File: config.mk
export PLATFORM = sky130hd
export DESIGN_NAME = alu_exec_8bits
export DESIGN_NICKNAME = d
export VERILOG_FILES = /design/src/rtl/alu_exec_8bits.sv
export SDC_FILE = /design/constraint.sdc
export NUM_CORES = 1
export LEC_CHECK = 0
export ABC_CLOCK_PERIOD_IN_PS = 1500
export CAP_MARGIN = 20
export CORE_ASPECT_RATIO = 1.75
export CORE_MARGIN = 2
export CORE_UTILIZATION = 25
export CTS_BUF_LIST = sky130_fd_sc_hd__clkbuf_8 sky130_fd_sc_hd__clkbuf_16
export CTS_CLUSTER_DIAMETER = 200
export CTS_CLUSTER_SIZE = 10
export DETAILED_ROUTE_END_ITERATION = 12
export GPL_TIMING_DRIVEN = 0
export SLEW_MARGIN = 25
export SYNTH_ARGS = -nofsm -noshare
export SYNTH_HDL_FRONTEND = slang
export SYNTH_SLANG_ARGS = --single-unit
export TNS_END_PERCENT = 20
File: constraint.sdc
create_clock -name clock_reg -period 1.5 [get_ports clock_reg]
set_input_delay 0.225 -clock clock_reg [delete_from_list [all_inputs] [get_ports clock_reg]]
set_output_delay 0.225 -clock clock_reg [all_outputs]
set_load 0.02 [all_outputs]
File: src/rtl/alu_exec_8bits.sv
// alu_exec_8bits: 8-bit execute stage feeding the register file write port.
// Single-cycle ALU ops register in one cycle; MUL is an 8-step shift-add FSM.
// Optional macro ALU_MUL_EN builds the MUL FSM; undefined, opcode 9 is a NOP.
// Ports: clock_reg, reset (async, active-low), valid_in/ready_in handshake,
//   opcode, operand_a, operand_b, imm, use_imm, dest_addr in;
//   write_enable, write_address, write_data, flag_zero, flag_carry, busy out.
module alu_exec_8bits #(
    parameter int DATA_W = 8,
    parameter int ADDR_W = 3
) (
    input  logic              clock_reg,
    input  logic              reset,
    input  logic              valid_in,
    output logic              ready_in,
    input  logic [3:0]        opcode,
    input  logic [DATA_W-1:0] operand_a,
    input  logic [DATA_W-1:0] operand_b,
    input  logic [DATA_W-1:0] imm,
    input  logic              use_imm,
    input  logic [ADDR_W-1:0] dest_addr,
    output logic              write_enable,
    output logic [ADDR_W-1:0] write_address,
    output logic [DATA_W-1:0] write_data,
    output logic              flag_zero,
    output logic              flag_carry,
    output logic              busy
);

    localparam logic [3:0] OP_ADD = 4'd0;
    localparam logic [3:0] OP_SUB = 4'd1;
    localparam logic [3:0] OP_AND = 4'd2;
    localparam logic [3:0] OP_OR  = 4'd3;
    localparam logic [3:0] OP_XOR = 4'd4;
    localparam logic [3:0] OP_NOT = 4'd5;
    localparam logic [3:0] OP_SLL = 4'd6;
    localparam logic [3:0] OP_SRL = 4'd7;
    localparam logic [3:0] OP_SLT = 4'd8;
    localparam logic [3:0] OP_MUL = 4'd9;
    localparam logic [3:0] OP_MOV = 4'd10;

    logic [DATA_W-1:0] opb;
    logic [DATA_W:0]   sum;
    logic [DATA_W:0]   diff;
    logic [2:0]        shamt;
    logic [DATA_W-1:0] alu_res;
    logic              alu_carry;
    logic              alu_wr;
    logic              accept;

    // Results coming out of the multiplier when it finishes.
    logic              mul_done;
    logic [DATA_W-1:0] mul_res;
    logic              mul_carry;
    logic [ADDR_W-1:0] mul_dest;

    assign accept = valid_in & ready_in;

    always_comb begin
        opb       = use_imm ? imm : operand_b;
        sum       = {1'b0, operand_a} + {1'b0, opb};
        // Top bit of the widened difference is the borrow (A < B unsigned).
        diff      = {1'b0, operand_a} - {1'b0, opb};
        shamt     = opb[2:0];
        alu_res   = '0;
        alu_carry = 1'b0;
        alu_wr    = 1'b1;
        case (opcode)
            OP_ADD: begin
                alu_res   = sum[DATA_W-1:0];
                alu_carry = sum[DATA_W];
            end
            OP_SUB: begin
                alu_res   = diff[DATA_W-1:0];
                alu_carry = diff[DATA_W];
            end
            OP_AND: alu_res = operand_a & opb;
            OP_OR:  alu_res = operand_a | opb;
            OP_XOR: alu_res = operand_a ^ opb;
            OP_NOT: alu_res = ~operand_a;
            OP_SLL: alu_res = operand_a << shamt;
            OP_SRL: alu_res = operand_a >> shamt;
            OP_SLT: alu_res = DATA_W'(diff[DATA_W]);
            OP_MOV: alu_res = opb;
            // MUL is handled by the FSM (or is a NOP without it).
            OP_MUL: alu_wr = 1'b0;
            default: alu_wr = 1'b0;
        endcase
    end

`ifdef ALU_MUL_EN
    localparam int CNT_W = $clog2(DATA_W);

    typedef enum logic {
        S_IDLE,
        S_MUL
    } state_t;

    state_t              state;
    logic [2*DATA_W-1:0] acc;
    logic [2*DATA_W-1:0] a_sh;
    logic [2*DATA_W-1:0] acc_nxt;
    logic [DATA_W-1:0]   b_sh;
    logic [CNT_W-1:0]    cnt;
    logic [ADDR_W-1:0]   m_dest;

    assign ready_in  = (state == S_IDLE);
    assign acc_nxt   = acc + (b_sh[0] ? a_sh : '0);
    assign mul_done  = (state == S_MUL) && (cnt == CNT_W'(DATA_W - 1));
    assign mul_res   = acc_nxt[DATA_W-1:0];
    assign mul_carry = |acc_nxt[2*DATA_W-1:DATA_W];
    assign mul_dest  = m_dest;

    always_ff @(posedge clock_reg or negedge reset) begin
        if (!reset) begin
            state  <= S_IDLE;
            busy   <= 1'b0;
            acc    <= '0;
            a_sh   <= '0;
            b_sh   <= '0;
            cnt    <= '0;
            m_dest <= '0;
        end else begin
            case (state)
                S_IDLE: begin
                    if (accept && opcode == OP_MUL) begin
                        acc    <= '0;
                        a_sh   <= {{DATA_W{1'b0}}, operand_a};
                        b_sh   <= opb;
                        cnt    <= '0;
                        m_dest <= dest_addr;
                        busy   <= 1'b1;
                        state  <= S_MUL;
                    end
                end
                S_MUL: begin
                    acc  <= acc_nxt;
                    a_sh <= a_sh << 1;
                    b_sh <= b_sh >> 1;
                    cnt  <= cnt + 1'b1;
                    if (mul_done) begin
                        busy  <= 1'b0;
                        state <= S_IDLE;
                    end
                end
                default: state <= S_IDLE;
            endcase
        end
    end
`else
    assign ready_in  = 1'b1;
    assign busy      = 1'b0;
    assign mul_done  = 1'b0;
    assign mul_res   = '0;
    assign mul_carry = 1'b0;
    assign mul_dest  = '0;
`endif

    // Write port and flags; register 0 is hardwired zero so never written.
    always_ff @(posedge clock_reg or negedge reset) begin
        if (!reset) begin
            write_enable  <= 1'b0;
            write_address <= '0;
            write_data    <= '0;
            flag_zero     <= 1'b0;
            flag_carry    <= 1'b0;
        end else begin
            write_enable <= 1'b0;
            if (mul_done) begin
                write_enable  <= (mul_dest != '0);
                write_address <= mul_dest;
                write_data    <= mul_res;
                flag_zero     <= (mul_res == '0);
                flag_carry    <= mul_carry;
            end else if (accept && alu_wr) begin
                write_enable  <= (dest_addr != '0);
                write_address <= dest_addr;
                write_data    <= alu_res;
                flag_zero     <= (alu_res == '0);
                flag_carry    <= alu_carry;
            end
        end
    end

endmodule
==> flow_metrics.py, run 1 <==
metrics = {
    "timing": {
        "slew_violations": 0,
        "layout_setup_ws_ns": -1.143,
        "period_needed_ns": 2.643,
        "hold_viol": 0,
        "setup_viol": 10,
        "clock.fmax_ghz": 0.3783,
        "worst_pin_slew_ns": 0.8324,
        "setup-tns-final_ns": -8.478,
        "skew_ns": 0,
        "fin_crit_sh": 1.762,
        "rsz0062_at_grt": "yes",
        "maxSlewHeadroom": 0.4436,
    },
    "placed_design": {
        "io_buffers": 46,
        "hpwl_mm": 7.426,
        "postPlaceCellArea_mm2": 0.003257,
        "dp.cells": 494,
        "place_ws_ns": -2.099,
        "globalplace.congestion": 0.9403,
    },
    "floorplanning": {
        "design.core.area_mm2": 0.01018,
        "rows": 49,
        "ios": 51,
        "initial_core_util": 0.2536,
        "die_h_um": 138.4,
        "dieArea_mm2": 0.01119,
        "die_w_um": 80.81,
    },
    "cells_and_area": {
        "stdcell_area_mm2": 0.003887,
        "layout-drive-gt1-share": 0.3108,
        "n_antenna_cell": 0,
        "multi_input_area_mm2": 0.002335,
        "fill_cells": 1074,
        "regArea_um2": 350.3,
        "areaGrowthSynthToFinish_pct": 50.61,
        "finalNonFillerCells": 526,
        "nets": 464,
    },
    "setup_path": {
        "worstPathArrival_ns": 2.79,
        "criticalPathCategory": "input port to register",
        "critPathRequiredTime_ns": 1.65,
        "crit_fanout": 11,
        "critPathCaptureType": "register",
        "cp-start-kind": "input port",
    },
    "routing": {
        "drt_iter0_drc": 162,
        "viasPerCell": 5.502,
        "wl_mm": 9.592,
        "wl_per_cell_um": 18.24,
        "drc": 0,
        "vias": 2894,
        "ant_nets": 0,
        "dr.pass1.iters": 4,
    },
    "cts": {
        "htree_levels": 1,
        "clk-insertion-delay-late_ns": 0.24,
        "cts_sinks": 14,
        "cts_hold_buf": 0,
        "cts_buffers": 3,
        "root_buffer": "clkbuf_16",
        "cts.clk_slew.worst_paths_ns": 0.04,
        "cts_tree": "yes",
        "cts_max_path_buffers": 2,
    },
    "synth": {
        "syn-instance-count": 321,
        "yosysTopAreaCell": "dfrtp_1",
        "netlist_area_mm2": 0.002581,
        "synth-edff-count": 0,
        "synth_nets": 384,
        "synthFlopType": "dfrtp_1",
        "synth_most_common_cell": "ha_1",
        "synth_area_leaders": "dfrtp_1 14%, ha_1 13%, mux2i_1 5.4%",
        "yosys-top-cells-count": "26 x ha_1, 25 x nand2_1, 22 x a21oi_1",
        "synth_top_area_frac": 0.1357,
        "async_flop_share": 1.000,
        "yosys_warnings": 0,
        "ys_seq_area_frac": 0.1357,
        "ys_types": 65,
        "ys_seq_elements": 14,
        "avgSynthCellArea_um2": 8.041,
    },
    "run": {
        "cap_violations": 0,
    },
    "status": {
        "violations": "setup timing",
        "status": "complete, but fails checks",
    },
    "global_route": {
        "grt-ovfl-total": 0,
        "grt_usage": 0.1712,
        "grt_pass1_wl_mm": 15.08,
        "grt_max_degree": 15,
        "grt_antenna_before_repair": 0,
        "grt_pass1_vias": 2967,
    },
    "pwr": {
        "cellPowerDensity_mw_per_mm2": 624.7,
        "leakage_nw": 1.581,
        "irDropWorstVdd_mv": 0.5725,
        "finalPower_mw": 2.429,
    },
    "min_path": {
        "hp-class": "input port to asynchronous set/reset pin",
    },
}
-- worst paths after layout --
kind,startpoint,end,slack [ns],cells past startpoint
hold / removal,reset,write_data[5]$_DFFE_PN0P_,0.37,1
max in group asynchronous,reset,write_data[0]$_DFFE_PN0P_,0.75,1
min in group clock_reg,flag_zero$_DFFE_PN0P_,flag_zero$_DFFE_PN0P_,0.49,2
setup reg to reg,write_data[2]$_DFFE_PN0P_,write_data[2]$_DFFE_PN0P_,0.74,1
setup / recovery,operand_b[1],flag_zero$_DFFE_PN0P_,-1.14,13
hold reg to reg,flag_zero$_DFFE_PN0P_,flag_zero$_DFFE_PN0P_,0.49,2
-- report_power, final --
| group | total [mW] | leakage (nW) | internal [mW] | switching [mW] |
|---|---|---|---|---|
| sequential | 0.475 | 0.175 | 0.442 | 0.0329 |
| clock | 0.475 | 0.0370 | 0.346 | 0.129 |
| combinational | 1.48 | 1.37 | 0.712 | 0.766 |
| total | 2.43 | 1.58 | 1.50 | 0.928 |
-- per-stage QoR --
stage	hold WS [ns]	utilization
6_report	0.3661	0.3820
4_1_cts	0.3895	0.3717
3_3_place_gp	0.4696	0.3188
3_5_place_dp	0.4826	0.3200
5_1_grt	0.4174	0.3820
2_1_floorplan	-0.07059	-
-- state kept, by name (all words and copies together), names as in the netlist --
name           count
flag_zero          1
write_address      3
flag_carry         1
write_enable       1
write_data         8
-- per-layer routing --
metal / share of wire / wire length (um) / track usage
met2: 0.55 / 5251 / 0.3232
met5: 0 / 0 / 0
met1: 0.34 / 3281 / 0.1679
met3: 0.039 / 377 / 0.01175
met4: 0.071 / 682 / 0.1169
-- kinds of logic after synthesis --
group / after synthesis / share of synthesized area
and+or+nand+nor: 107 / 0.2230
AOI/OAI and AO/OA: 90 / 0.2366
buffers and inverters: 46 / 0.08822
muxes: 31 / 0.1619
adders and majority gates: 28 / 0.1415
DFF: 14 / 0.1357
xor gates and xnor gates: 3 / 0.01018
other: 2 / 0.002909
-- worst max-delay path, cell delays in order --
cell and delay [ns]:
dlygate4sd2_1 0.25, mux2i_4 0.19, buf_6 0.15, inv_2 0.04, buf_4 0.18, fa_2 0.40, nand3_1 0.11, a21oi_2 0.13
and3_1 0.20, o21ai_1 0.17, nand4_1 0.15, or3_1 0.38, o31ai_2 0.21
-- final cells by class --
| type | instances | share of cell area |
|---|---|---|
| inverter | 23 | 0.02350 |
| buffer | 20 | 0.04538 |
| timing repair buffer | 78 | 0.1802 |
| multi-input combinational | 261 | 0.6006 |
| tap | 127 | 0.04088 |
| sequential | 14 | 0.09012 |
| clock buffer | 3 | 0.01931 |
-- timing repair --
item                       CTS  global route
setup endpoints to repair   14            13
hold endpoints to repair     0             0
buffers inserted            24             8
pin swaps                   22            17
resized for setup           86            23
-- layout by cell type, fill, tap and decap left out, types with 3 or more instances in the layout --
cell type / synthesis / routed
a21oi_2: 0 / 3
dlygate4sd2_1: 0 / 10
nand2b_1: 3 / 3
inv_2: 2 / 7
inv_1: 21 / 14
buf_4: 5 / 32
nand3_1: 11 / 11
mux2_2: 9 / 8
o22ai_1: 8 / 7
and2_1: 3 / 3
clkbuf_16: 0 / 3
o21ai_0: 17 / 10
clkbuf_1: 9 / 3
buf_2: 5 / 6
clkdlybuf4s15_2: 0 / 3
dlymetal6s2s_1: 0 / 3
ha_1: 26 / 16
mux4_2: 4 / 4
clkdlybuf4s50_1: 0 / 28
ha_4: 0 / 7
mux2i_1: 14 / 12
mux2i_4: 2 / 4
buf_6: 4 / 8
o21ai_1: 0 / 6
o211ai_1: 9 / 9
nor4_1: 5 / 3
nand2_1: 25 / 24
nand4_1: 5 / 5
dfrtp_1: 14 / 14
nor2b_1: 9 / 8
a21oi_1: 22 / 17
nor3_1: 12 / 10
ha_2: 0 / 3
nor2_1: 15 / 15
No activity file was read; power rests on OpenSTA's default activity.
==> run 2: changes to the inputs <==
--- a/config.mk
+++ b/config.mk
@@ -9,7 +9,7 @@
 export CAP_MARGIN = 20
 export CORE_ASPECT_RATIO = 1.75
 export CORE_MARGIN = 2
-export CORE_UTILIZATION = 25
+export CORE_UTILIZATION = 32
 export CTS_BUF_LIST = sky130_fd_sc_hd__clkbuf_8 sky130_fd_sc_hd__clkbuf_16
 export CTS_CLUSTER_DIAMETER = 200
 export CTS_CLUSTER_SIZE = 10
==> flow_metrics.py, run 2 (same netlist as run 1, synthesis figures left out) <==
metrics = {
    "status": {
        "status": "complete, but fails checks",
        "violations": "setup timing",
    },
    "pwr": {
        "sw_frac_of_total": 0.3885,
        "leakage_nw": 1.610,
        "irDropWorstVdd_mv": 0.3752,
        "cellPowerDensity_mw_per_mm2": 637.2,
        "internal-power_mw": 1.512,
        "p_comb_frac": 0.608,
        "p_sw_uw": 960.7,
        "p_seq_frac": 0.190,
        "power.share.clock": 0.203,
    },
    "global_route": {
        "grt_antenna_before_repair": 0,
        "grt_max_degree": 15,
        "grt_usage": 0.2222,
        "grt-ovfl-total": 0,
        "grt_pass1_vias": 3032,
        "grt_pass1_wl_mm": 15.28,
    },
    "placed_design": {
        "dp.cells": 457,
        "postPlaceCellArea_mm2": 0.003211,
        "io_buffers": 46,
        "globalplace.congestion": 0.9967,
        "hpwl_mm": 7.222,
    },
    "timing": {
        "clock.fmax_ghz": 0.3745,
        "rsz0062_at_grt": "yes",
        "layout_setup_ws_ns": -1.170,
        "skew_ns": 0,
        "maxSlewHeadroom": 0.4766,
        "hold_slack_ns": 0.3857,
        "setup-tns-final_ns": -8.588,
        "period_needed_ns": 2.670,
        "setup_viol": 10,
        "hold_viol": 0,
        "fin_crit_sh": 1.780,
        "slew_violations": 0,
        "worst_pin_slew_ns": 0.7831,
    },
    "cts": {
        "root_buffer": "clkbuf_16",
        "cts_buffers": 3,
        "cts_sinks": 14,
        "cts_tree": "yes",
        "cts_max_path_buffers": 2,
        "htree_levels": 1,
        "cts.clk_slew.worst_paths_ns": 0.05,
        "clk-insertion-delay-late_ns": 0.24,
        "cts_hold_buf": 0,
    },
    "setup_path": {
        "endpoint": "flag_zero$_DFFE_PN0P_",
        "cp-start-kind": "input port",
        "criticalPathCategory": "input port to register",
        "critPathCaptureType": "register",
        "worstPathArrival_ns": 2.83,
        "critPathRequiredTime_ns": 1.66,
        "crit_fanout": 4,
        "rr_startpoint": "write_data[0]$_DFFE_PN0P_",
        "rr_endpoint": "write_data[0]$_DFFE_PN0P_",
        "r2r_setup_slack_ns": 0.75,
        "crit_start": "use_imm",
        "rr_worst_depth": 1,
    },
    "routing": {
        "drt_iter0_drc": 153,
        "viasPerCell": 5.873,
        "wl_per_cell_um": 19.59,
        "drc": 0,
        "ant_nets": 0,
        "dr.pass1.iters": 5,
        "wl_mm": 9.597,
        "vias": 2878,
    },
    "cells_and_area": {
        "mostFrequentLayoutCells": "28 x buf_4, 28 x clkdlybuf4s50_1, 24 x nand2_1",
        "areaGrowthSynthToFinish_pct": 50.36,
        "layout-drive-gt1-share": 0.3075,
        "stdcell_area_mm2": 0.003881,
        "finish.utilization": 0.4941,
        "largestRegisters": "write_data (8), write_address (3)",
        "nets": 465,
        "largest_reg_flops": 8,
        "finalNonFillerCells": 490,
        "top_register": "write_data",
        "n_antenna_cell": 0,
    },
    "floorplanning": {
        "dieArea_mm2": 0.008829,
        "die_h_um": 122.8,
        "design.core.area_mm2": 0.007855,
        "initial_core_util": 0.3286,
        "ios": 51,
        "die_w_um": 71.89,
        "rows": 43,
    },
    "run": {
        "cap_violations": 0,
    },
    "min_path": {
        "hp-class": "input port to asynchronous set/reset pin",
    },
}
==> run 2: how the worst min path moves through the flow <==
stage / slack [ns] / from / endpoint / cells after the start
finish: 0.39 / reset / write_address[2]$_DFFE_PN0P_ / 1
global route: 0.44 / reset / write_address[2]$_DFFE_PN0P_ / 1
CTS: 0.41 / reset / write_address[2]$_DFFE_PN0P_ / 1
detailed placement: 0.47 / write_data[4]$_DFFE_PN0P_ / write_data[4]$_DFFE_PN0P_ / 2
global placement: 0.46 / write_data[4]$_DFFE_PN0P_ / write_data[4]$_DFFE_PN0P_ / 2
floorplan: -0.07 / reset / flag_carry$_DFFE_PN0P_ / 0
==> run 2: worst max-delay path: stages <==
cell,delay [ns]
buf_16,0.11
mux2i_4,0.18
inv_2,0.07
buf_8,0.11
ha_4,0.13
inv_2,0.04
fa_2,0.36
nor3b_4,0.17
nor3_4,0.32
nor2_1,0.11
mux2i_1,0.22
nand4_1,0.19
or3_1,0.41
o31ai_2,0.18
==> run 2: power groups by stage <==
stage | registers, mW | clock network [mW] | logic (mW)
final | 0.470 | 0.501 | 1.50
after global routing | 0.479 | 0.516 | 1.60
after CTS | 0.470 | 0.509 | 1.38
after detailed placement | 0.476 | 0 | 1.18
after global placement | 0.474 | 0 | 1.17
after floorplan | 0.556 | 0 | 0.649
==> run 2: area by class of cell <==
class / instances / area [um^2]
clock buffers: 3 / 75.07
fillers: 763 / 3974
plain buffers: 21 / 191.4
flip-flops and latches: 14 / 350.3
well taps: 90 / 112.6
repair buffers: 78 / 723.2
inverters: 23 / 106.4
multi-input cells: 261 / 2322
==> run 2: layer usage <==
| metal | global-route usage | part of all wire | vias up |
|---|---|---|---|
| li1 | - | - | 1354 |
| met4 | 0.1604 | 0.077 | 0 |
| met2 | 0.4167 | 0.53 | 117 |
| met5 | 0 | 0 | - |
| met1 | 0.2196 | 0.35 | 1362 |
| met3 | 0.02299 | 0.041 | 45 |
==> run 2: stage by stage <==
| stage | setup slack (ns) | power (mW) |
|---|---|---|
| after floorplan | -1.194 | 1.205 |
| after global placement | -2.144 | 1.645 |
| after detailed placement | -2.060 | 1.658 |
| after CTS | -1.178 | 2.358 |
| after global routing | -1.235 | 2.598 |
| final | -1.170 | 2.473 |
==> run 2: repair_timing <==
item | CTS | global route
buffers inserted | 26 | 6
endpoints found under the setup margin | 14 | 13
pin swaps | 18 | 15
gates resized for setup | 75 | 47
==> run 3: changes to the inputs <==
--- a/config.mk
+++ b/config.mk
@@ -5,7 +5,7 @@
 export SDC_FILE = /design/constraint.sdc
 export NUM_CORES = 1
 export LEC_CHECK = 0
-export ABC_CLOCK_PERIOD_IN_PS = 1500
+export ABC_CLOCK_PERIOD_IN_PS = 2600
 export CAP_MARGIN = 20
 export CORE_ASPECT_RATIO = 1.75
 export CORE_MARGIN = 2
==> constraint.sdc (replaced) <==
create_clock -name clock_reg -period 2.6 [get_ports clock_reg]
set_input_delay 0.39 -clock clock_reg [delete_from_list [all_inputs] [get_ports clock_reg]]
set_output_delay 0.39 -clock clock_reg [all_outputs]
set_load 0.02 [all_outputs]
==> flow_metrics.py, run 3 (same netlist as run 1, synthesis figures left out) <==
metrics = {
    "routing": {
        "ant_nets": 0,
        "dr.pass1.iters": 4,
        "vias": 2870,
        "wl_mm": 9.615,
        "drt_iter0_drc": 98,
        "drc": 0,
        "wl_per_cell_um": 19.54,
        "viasPerCell": 5.833,
    },
    "placed_design": {
        "hpwl_mm": 7.216,
        "globalplace.congestion": 0.9983,
        "dp.cells": 457,
        "io_buffers": 46,
        "place_ws_ns": -1.143,
    },
    "timing": {
        "layout_setup_ws_ns": -0.1200,
        "clock.fmax_ghz": 0.3677,
        "maxSlewHeadroom": 0.4642,
        "rsz0062_at_grt": "yes",
        "fin_crit_sh": 1.046,
        "hold_viol": 0,
        "hold_slack_ns": 0.4739,
        "setup_viol": 2,
        "period_needed_ns": 2.720,
        "worst_pin_slew_ns": 0.8017,
        "skew_ns": 0,
        "slew_violations": 0,
    },
    "pwr": {
        "sw_frac_of_total": 0.3875,
        "leakage_nw": 1.574,
        "cellPowerDensity_mw_per_mm2": 367.9,
        "p_sw_uw": 545.3,
        "p_comb_frac": 0.601,
        "p_seq_frac": 0.193,
        "power.share.clock": 0.206,
        "irDropWorstVdd_mv": 0.2690,
        "internal-power_uw": 861.9,
    },
    "cts": {
        "cts_hold_buf": 0,
        "htree_levels": 1,
        "root_buffer": "clkbuf_16",
        "cts_buffers": 3,
        "cts.clk_slew.worst_paths_ns": 0.04,
        "clk-insertion-delay-late_ns": 0.24,
        "cts_sinks": 14,
        "cts_tree": "yes",
        "cts_max_path_buffers": 2,
    },
    "setup_path": {
        "r2r_setup_slack_ns": 1.85,
        "rr_startpoint": "write_data[0]$_DFFE_PN0P_",
        "slowest_stage": "ha_2",
        "crit_fanout": 5,
        "critPathRequiredTime_ns": 2.76,
        "slowest_delay_ns": 0.34,
        "criticalPathCategory": "input port to register",
        "worstPathArrival_ns": 2.88,
        "path_cells": "buf_16 > buf_12 > mux2i_4 > buf_6 > ha_2 > a21oi_4 > o22ai_2 > or2_2 > a221o_1 > a21oi_4 > nand4_1 > o31ai_2",
        "path_common_cell": "a21oi_4",
        "rr_endpoint": "write_data[0]$_DFFE_PN0P_",
        "rr_worst_depth": 1,
        "critPathCaptureType": "register",
        "cp-start-kind": "input port",
    },
    "floorplanning": {
        "initial_core_util": 0.3286,
        "ios": 51,
        "design.core.area_mm2": 0.007855,
        "die_w_um": 71.89,
        "rows": 43,
        "die_h_um": 122.8,
        "dieArea_mm2": 0.008829,
    },
    "cells_and_area": {
        "layout.cells.most_common": "buf_4",
        "top_register": "write_data",
        "areaGrowthSynthToFinish_pct": 48.18,
        "nets": 467,
        "layout-drive-gt1-share": 0.3085,
        "largest_reg_flops": 8,
        "mostFrequentLayoutCells": "35 x buf_4, 29 x clkdlybuf4s50_1, 24 x nand2_1",
        "largestRegisters": "write_data (8), write_address (3)",
        "n_antenna_cell": 0,
        "finish.utilization": 0.4869,
        "finalNonFillerCells": 492,
    },
    "min_path": {
        "hold_depth": 2,
        "hold_end": "write_data[4]$_DFFE_PN0P_",
        "hp-start": "write_data[4]$_DFFE_PN0P_",
        "hp-class": "register to register",
    },
    "status": {
        "status": "complete, but fails checks",
        "violations": "setup timing",
    },
    "global_route": {
        "grt_pass1_vias": 3005,
        "grt_usage": 0.2228,
        "grt_max_degree": 15,
        "grt_pass1_wl_mm": 15.25,
        "grt-ovfl-total": 0,
        "grt_antenna_before_repair": 0,
    },
    "run": {
        "cap_violations": 0,
    },
}
## run 3: cell count changes in the layout (fill, tap and decap cells not counted), sizes merged
cell and delta:
clkbuf -3, buf +2, clkinv -1, clkdlybuf4s50 +1, dlymetal6s2s -1, dlygate4sd2 +3, inv +1
## run 3: through the flow
step                      instance area, um^2  TNS (ns)  power (mW)
final                                    3825   -0.1508       1.407
after global routing                     3825   -0.4495       1.482
after CTS                                3756   -0.1868       1.375
after detailed placement                 3211    -7.247      0.9558
after global placement                   3198    -7.297      0.9438
after floorplan                          2625   -0.3777      0.6945
## run 3: cell type report
type | count | area (um^2)
inverters | 23 | 88.84
flip-flops and latches | 14 | 350.3
repair buffers | 80 | 716.9
well taps | 90 | 112.6
multi-input cells | 261 | 2300
clock buffers | 3 | 75.07
plain buffers | 21 | 181.4
fillers | 786 | 4030
## run 3: routing by layer
metal / GRT usage / wire length, um / vias to the layer above
met3: 0.01560 / 327 / 41
met5: 0 / 0 / -
met4: 0.1297 / 607 / 0
met1: 0.2184 / 3449 / 1367
met2: 0.4404 / 5231 / 103
li1: - / - / 1359
## run 3: power by group through the flow
| stage | clock (mW) | combinational (mW) | sequential, mW |
|---|---|---|---|
| detailed placement | 0 | 0.680 | 0.275 |
| global placement | 0 | 0.670 | 0.274 |
| global route | 0.303 | 0.901 | 0.277 |
| CTS | 0.292 | 0.811 | 0.272 |
| finish | 0.289 | 0.846 | 0.272 |
| floorplan | 0 | 0.374 | 0.321 |
## run 3: worst max-delay path by stage
stage	start	endpoint	slack [ns]
detailed placement	imm[0]	flag_zero$_DFFE_PN0P_	-1.14
global placement	operand_a[3]	flag_zero$_DFFE_PN0P_	-1.15
global route	use_imm	flag_zero$_DFFE_PN0P_	-0.22
finish	use_imm	flag_zero$_DFFE_PN0P_	-0.12
CTS	use_imm	flag_zero$_DFFE_PN0P_	-0.14
floorplan	use_imm	flag_zero$_DFFE_PN0P_	-0.27
## run 3: timing repair
| action | in CTS | in global routing |
|---|---|---|
| pin swaps | 19 | 12 |
| setup buffers | 30 | 4 |
| endpoints found under the setup margin | 10 | 9 |
| gates resized for setup | 82 | 18 |
## run 3: worst max-delay path: cells and delay by family
family	cells	cell delay, ns
buf+inv	3	0.40
mux	1	0.31
compound gates	5	1.01
simple gates	2	0.42
fa+ha+maj	1	0.34
